===== src/rtl/lcd_pkg.sv =====
// lcd_pkg: shared definitions for the HD44780 LCD path (bus writer and
// command/character sequencer).
//   - lcd_state_e       : bus-writer FSM states
//   - T_*_DEF           : default bus timing in 50 MHz clock cycles
//   - CMD_*             : HD44780 instruction codes used by the sequencer
//   - is_long_cmd()     : selects the 1.64 ms execution wait (clear/home)
//   - max_int()         : helper for sizing counters from timing parameters
package lcd_pkg;

  typedef enum logic [2:0] {
    IDLE  = 3'd0,
    SETUP = 3'd1,
    PULSE = 3'd2,
    HOLD  = 3'd3,
    EXEC  = 3'd4
  } lcd_state_e;

  localparam int DATA_W = 8;

  localparam int T_SETUP_DEF     = 2;
  localparam int T_EN_HIGH_DEF   = 16;
  localparam int T_HOLD_DEF      = 2;
  localparam int T_EXEC_DEF      = 2000;   // 40 us
  localparam int T_EXEC_LONG_DEF = 82000;  // 1.64 ms

  localparam logic [DATA_W-1:0] CMD_CLEAR        = 8'h01;
  localparam logic [DATA_W-1:0] CMD_HOME         = 8'h02;
  localparam logic [DATA_W-1:0] CMD_ENTRY        = 8'h06;
  localparam logic [DATA_W-1:0] CMD_DISP_ON      = 8'h0C;
  localparam logic [DATA_W-1:0] CMD_FUNC_8BIT_2L = 8'h38;
  localparam logic [DATA_W-1:0] CMD_DDRAM        = 8'h80;

  // Clear (0x01) and the two return-home encodings (0x02, 0x03 - bit 0 is
  // don't-care) need the long execution wait; only instructions qualify.
  function automatic logic is_long_cmd(input logic rs, input logic [DATA_W-1:0] data);
    return (!rs) && ((data == 8'h01) || (data == 8'h02) || (data == 8'h03));
  endfunction

  function automatic int max_int(input int a, input int b);
    return (a > b) ? a : b;
  endfunction

endpackage


===== src/rtl/lcd_delay_counter.sv =====
// lcd_delay_counter: loadable down-counter with an expiry strobe.
//   clk, rst  : clock and asynchronous active-high reset
//   load      : load load_val this edge (has priority over counting)
//   load_val  : number of enabled cycles until expiry
//   en        : count this edge
//   done      : high during the cycle whose edge ends the loaded interval
// A value L loaded at edge k raises done in the cycle before edge k+L, so
// a caller that reacts to done on that edge sees exactly L cycles elapse.
module lcd_delay_counter
  import lcd_pkg::*;
#(
  parameter int CNT_W = 17
) (
  input  logic             clk,
  input  logic             rst,
  input  logic             load,
  input  logic [CNT_W-1:0] load_val,
  input  logic             en,
  output logic             done
);

  logic [CNT_W-1:0] cnt_q;
  logic [CNT_W-1:0] cnt_d;

  always_comb begin
    cnt_d = cnt_q;
    if (load) begin
      cnt_d = load_val;
    end else if (en && (cnt_q != '0)) begin
      cnt_d = cnt_q - CNT_W'(1);
    end
  end

  always_ff @(posedge clk or posedge rst) begin
    if (rst) begin
      cnt_q <= '0;
    end else begin
      cnt_q <= cnt_d;
    end
  end

  assign done = en && (cnt_q == CNT_W'(1));

endmodule


===== src/rtl/lcd_bus_writer.sv =====
// lcd_bus_writer: single-transfer HD44780 write engine.
// Accepts one {RS, DATA} word per valid/ready handshake and produces the
// timed RS/DATA setup, EN pulse, hold and post-write execution wait.
//   CLOCK_50  : 50 MHz clock
//   RESET     : asynchronous active-high reset
//   in_valid  : upstream word valid
//   in_ready  : engine idle and able to accept a word
//   in_rs     : 0 = instruction, 1 = data
//   in_data   : instruction / character byte
//   LCD_EN    : enable strobe (registered)
//   LCD_RS    : register select (registered)
//   LCD_RW    : tied low, write-only bus
//   LCD_DATA  : bus data (registered); pad-level tristate lives above
module lcd_bus_writer
  import lcd_pkg::*;
#(
  parameter int T_SETUP     = T_SETUP_DEF,
  parameter int T_EN_HIGH   = T_EN_HIGH_DEF,
  parameter int T_HOLD      = T_HOLD_DEF,
  parameter int T_EXEC      = T_EXEC_DEF,
  parameter int T_EXEC_LONG = T_EXEC_LONG_DEF
) (
  input  logic              CLOCK_50,
  input  logic              RESET,
  input  logic              in_valid,
  output logic              in_ready,
  input  logic              in_rs,
  input  logic [DATA_W-1:0] in_data,
  output logic              LCD_EN,
  output logic              LCD_RS,
  output logic              LCD_RW,
  output logic [DATA_W-1:0] LCD_DATA
);

  localparam int MAX_T = max_int(max_int(T_SETUP, T_EN_HIGH),
                                 max_int(T_HOLD, max_int(T_EXEC, T_EXEC_LONG)));
  localparam int CNT_W = $clog2(MAX_T + 1);

  lcd_state_e        state_q, state_d;
  logic              ready_q, ready_d;
  logic              en_q, en_d;
  logic              rs_q, rs_d;
  logic [DATA_W-1:0] data_q, data_d;

  logic              cnt_load;
  logic [CNT_W-1:0]  cnt_val;
  logic              cnt_en;
  logic              cnt_done;

  lcd_delay_counter #(
    .CNT_W (CNT_W)
  ) u_delay (
    .clk      (CLOCK_50),
    .rst      (RESET),
    .load     (cnt_load),
    .load_val (cnt_val),
    .en       (cnt_en),
    .done     (cnt_done)
  );

  always_comb begin
    state_d  = state_q;
    ready_d  = ready_q;
    en_d     = en_q;
    rs_d     = rs_q;
    data_d   = data_q;
    cnt_load = 1'b0;
    cnt_val  = '0;
    cnt_en   = 1'b0;

    unique case (state_q)
      IDLE: begin
        // ready rises on the first edge out of reset; the handshake uses the
        // registered ready so no input reaches an output combinationally.
        ready_d = 1'b1;
        if (in_valid && ready_q) begin
          rs_d     = in_rs;
          data_d   = in_data;
          ready_d  = 1'b0;
          cnt_load = 1'b1;
          cnt_val  = CNT_W'(T_SETUP);
          state_d  = SETUP;
        end
      end
      SETUP: begin
        cnt_en = 1'b1;
        if (cnt_done) begin
          en_d     = 1'b1;
          cnt_load = 1'b1;
          cnt_val  = CNT_W'(T_EN_HIGH);
          state_d  = PULSE;
        end
      end
      PULSE: begin
        cnt_en = 1'b1;
        if (cnt_done) begin
          en_d     = 1'b0;
          cnt_load = 1'b1;
          cnt_val  = CNT_W'(T_HOLD);
          state_d  = HOLD;
        end
      end
      HOLD: begin
        cnt_en = 1'b1;
        if (cnt_done) begin
          cnt_load = 1'b1;
          cnt_val  = is_long_cmd(rs_q, data_q) ? CNT_W'(T_EXEC_LONG) : CNT_W'(T_EXEC);
          state_d  = EXEC;
        end
      end
      EXEC: begin
        cnt_en = 1'b1;
        if (cnt_done) begin
          ready_d = 1'b1;
          state_d = IDLE;
        end
      end
      default: begin
        state_d = IDLE;
        en_d    = 1'b0;
        ready_d = 1'b0;
      end
    endcase
  end

  always_ff @(posedge CLOCK_50 or posedge RESET) begin
    if (RESET) begin
      state_q <= IDLE;
      ready_q <= 1'b0;
      en_q    <= 1'b0;
      rs_q    <= 1'b0;
      data_q  <= '0;
    end else begin
      state_q <= state_d;
      ready_q <= ready_d;
      en_q    <= en_d;
      rs_q    <= rs_d;
      data_q  <= data_d;
    end
  end

  assign in_ready = ready_q;
  assign LCD_EN   = en_q;
  assign LCD_RS   = rs_q;
  assign LCD_RW   = 1'b0;
  assign LCD_DATA = data_q;

endmodule

===== config.mk =====
export PLATFORM = sky130hd
export DESIGN_NAME = lcd_bus_writer
export DESIGN_NICKNAME = d
export VERILOG_FILES = /design/src/rtl/lcd_pkg.sv /design/src/rtl/lcd_delay_counter.sv /design/src/rtl/lcd_bus_writer.sv
export SDC_FILE = /design/constraint.sdc
export NUM_CORES = 1
export LEC_CHECK = 0
export ABC_AREA = 1
export BUFFER_PORTS_ARGS = -buffer_cell sky130_fd_sc_hd__buf_2
export CORE_MARGIN = 10
export CORE_UTILIZATION = 60
export DETAILED_ROUTE_END_ITERATION = 8
export MAX_ROUTING_LAYER = met4
export PLACE_DENSITY = 0.8
export SYNTH_ARGS = -nofsm -noshare
export SYNTH_HDL_FRONTEND = slang
export SYNTH_HIERARCHICAL = 1
export SYNTH_SLANG_ARGS = --single-unit

===== constraint.sdc =====
create_clock -name CLOCK_50 -period 3.95 [get_ports CLOCK_50]
set_input_delay 0.5925 -clock CLOCK_50 [delete_from_list [all_inputs] [get_ports CLOCK_50]]
set_output_delay 0.5925 -clock CLOCK_50 [all_outputs]
set_load 0.05 [all_outputs]

==> flow_summary_export.csv <==
group,metric,value,unit
outcome,status,"completed",
pwr,p_leak,1.19,nW
global_route,grt_pass1_wl,8250,µm
die,rows,21,
clocking,cts-root-buf,"clkbuf_4",
pwr,vdd_drop_max,0.454,mV
global_route,antenna_found_initial,0,
logic_synthesis,yosys.area.top_type,"dfrtp_1",
setup_path,slowest_delay,0.49,ns
cells_and_area,nets,333,
clocking,clk_pin_slew,0.11,ns
setup_path,rr_worst_depth,12,
logic_synthesis,syn_inst,291,
sta,worstMarginPinSlew,0.710,ns
drt,wl_per_cell,12.8,µm
setup_path,r2r_slack,0.78,ns
sta,fmaxAchievable,315,MHz
clocking,ctsHoldBuffers,0,
cells_and_area,drive_above_1_share,0.203,
clocking,htreeDepth,2,
sta,fin_crit_sh,0.803,
logic_synthesis,synthArstFlopShare,1.00,
cells_and_area,fill_cells,308,
setup_path,cp.required,4.19,ns
drt,vias,1915,
sta,setup_tns,0,ns
drt,finalWirelength,4690,µm
global_route,grt_max_degree,23,
setup_path,cp-start-kind,"flop",
sta,whs,0.274,ns
die,io_pins,24,
clocking,clockBufferDepth,2,
logic_synthesis,synthTopCellsByCount,"87 x nand2_1, 37 x nand3_1, 33 x inv_1, 32 x nor2_1, 31 x dfrtp_1",
die,die_area,6260,µm²
cells_and_area,syn_to_final_growth,10.8,%
logic_synthesis,synth_seq_cells,31,
logic_synthesis,synth.most_common_cell,"nand2_1",
cells_and_area,diodes,0,
drt,drc_errors,0,
logic_synthesis,syn_area,2100,µm²
die,start_util,0.624,
setup_path,startpoint,"state_q[0]$_DFFE_PP0P_",
sta,finClkSkew,0.0118,ns
clocking,clock_latency,0.34,ns
logic_synthesis,yosys.cell_types.count,34,
sta,finalHoldViolCount,0,
job,maxCapViolCount,0,
die,die_w,79.1,µm
logic_synthesis,seq_area_frac_synth,0.370,
die,die_h,79.1,µm
setup_path,cp_max_fo,22,
cells_and_area,fin_cells,366,
logic_synthesis,synth_top_cell_area_share,0.370,
sta,period_minus_slack,3.17,ns
place,dp.cells,358,
pwr,power.density,872,nW/µm²
clocking,cts.sinks,31,
global_route,grt_pass1_vias,1833,
sta,relSlewSlack,0.526,
logic_synthesis,synth_edf_count,0,
global_route,grt_usage,0.163,
die,core_area,3360,µm²
clocking,ctsResizeCount,0,
sta,finalMaxSlewViolations,0,
setup_path,r2r-start,"state_q[0]$_DFFE_PP0P_",
drt,drt_iter0_drc,193,
place,io_buffers,22,
logic_synthesis,ys_dominant_reg_cell,"dfrtp_1",
sta,rsz0062_at_grt,"false",
pwr,power,2.03,mW
clocking,cts_setup_buffers,0,
drt,viasPerCell,5.23,
logic_synthesis,postSynthAreaPerCell,7.21,µm²
drt,drtAntennaViolNets,0,
drt,dr.pass1.iters,4,
global_route,overflow,0,
setup_path,r2r_end,"u_delay/cnt_q[13]$_DFFE_PP0P_",
setup_path,cp_cell_sequence,"nor2_4, nand2_2, nand2_2, nand4_1, nor4_1, inv_1, o21ai_1, buf_4, inv_1, or2_2, nand3_2, nand2_1",
clocking,cts_buffers,5,
logic_synthesis,ys_warn_count,6,
setup_path,crit_path_end_kind,"flop",
place,dpl.hpwl,3570,µm
worst_hold_path,hold_class,"in -> async",
setup_path,critPathArrivalTime,3.41,ns
setup_path,crit_slowest_cell,"dfrtp_1",
cells_and_area,final-seq-area,776,µm²
logic_synthesis,netlist_top_cells_area,"dfrtp_1 37%, nand2_1 16%, nand3_1 8.8%",
place,gp_congestion,0.839,
setup_path,critPathKind,"reg -> reg",
cells_and_area,final_util,0.691,
cells_and_area,multi_input_area,1140,µm²
clocking,cts_tree,"done",
sta,setup_viol,0,
## critical path, delay by kind of cell, from the launching register on
kind | cells | cell delay (ns)
and+or+nand+nor | 8 | 1.51
buffers and inverters | 3 | 0.89
DFF | 1 | 0.49
AOI/OAI and AO/OA | 1 | 0.19
## layer usage
layer  track usage  up-vias  share of wire
met5             -        -              0
met4        0.0609        0          0.016
met3        0.0360        8          0.032
met2         0.274       34           0.50
met1         0.186      904           0.45
li1              -      969              -
## registers in the layout (all words and copies together), names as in the netlist
register       flops
LCD_EN             1
state_q            3
u_delay/cnt_q     17
LCD_RS             1
LCD_DATA           8
in_ready           1
## worst max path at each step
stage                                    end  slack (ns)  cells after the start
6_report       u_delay/cnt_q[13]$_DFFE_PP0P_        0.78                     12
5_1_grt        u_delay/cnt_q[13]$_DFFE_PP0P_        0.47                     12
4_1_cts        u_delay/cnt_q[13]$_DFFE_PP0P_        0.82                     12
3_5_place_dp   u_delay/cnt_q[13]$_DFFE_PP0P_        0.83                     12
3_3_place_gp   u_delay/cnt_q[13]$_DFFE_PP0P_        0.93                     12
2_1_floorplan  u_delay/cnt_q[10]$_DFFE_PP0P_        1.32                     13
## layout by cell type, fill, tap and decap left out, types with 2 or more instances in the layout
cell	instances
nand3_1	37
nand2_4	2
nor2_2	4
nand3_2	2
clkbuf_4	5
o21ai_2	10
nor3_1	2
nor2_4	2
nand4_1	3
bufinv_16	2
o21ai_0	6
a21oi_1	3
nand2_1	87
ha_1	2
nand3b_1	2
o21ai_1	2
xor2_1	2
inv_1	33
a21oi_2	5
conb_1	9
or2_2	2
dfrtp_1	31
buf_2	22
nor2_1	32
nand2_2	4
## cells by family (layout without fill, tap and decap cells)
group                      count (synthesis)  after routing  share of synthesized area
other                                      1              9                    0.00179
adders and majority gates                  2              2                     0.0119
AOI/OAI and AO/OA                         28             28                      0.100
DFF                                       31             31                      0.370
xor gates and xnor gates                   3              3                     0.0125
buffers and inverters                     44             65                     0.0990
and+or+nand+nor                          182            182                      0.405
## cell type report
type | count | area share
clock inverters | 2 | 0.0258
clock buffers | 6 | 0.0178
multi-input cells | 224 | 0.492
inverters | 34 | 0.0549
repair buffers | 23 | 0.0506
well taps | 46 | 0.0248
flip-flops and latches | 31 | 0.334
## report_power, final
group          leakage (nW)  switching, mW  total, mW  internal, mW
Sequential            0.384          0.150      0.603         0.453
Combinational         0.753          0.770       1.11         0.340
Clock                0.0525          0.116      0.314         0.197
Total                  1.19           1.04       2.03         0.991
## stage by stage
| stage | area (µm²) | setup WS [ns] |
|---|---|---|
| 5_1_grt | 2320 | 0.472 |
| 3_3_place_gp | 2220 | 0.928 |
| 4_1_cts | 2320 | 0.818 |
| 2_1_floorplan | 2130 | 1.32 |
| 3_5_place_dp | 2220 | 0.827 |
| 6_report | 2320 | 0.777 |
Note: power is estimated with default switching activity, not from simulation.
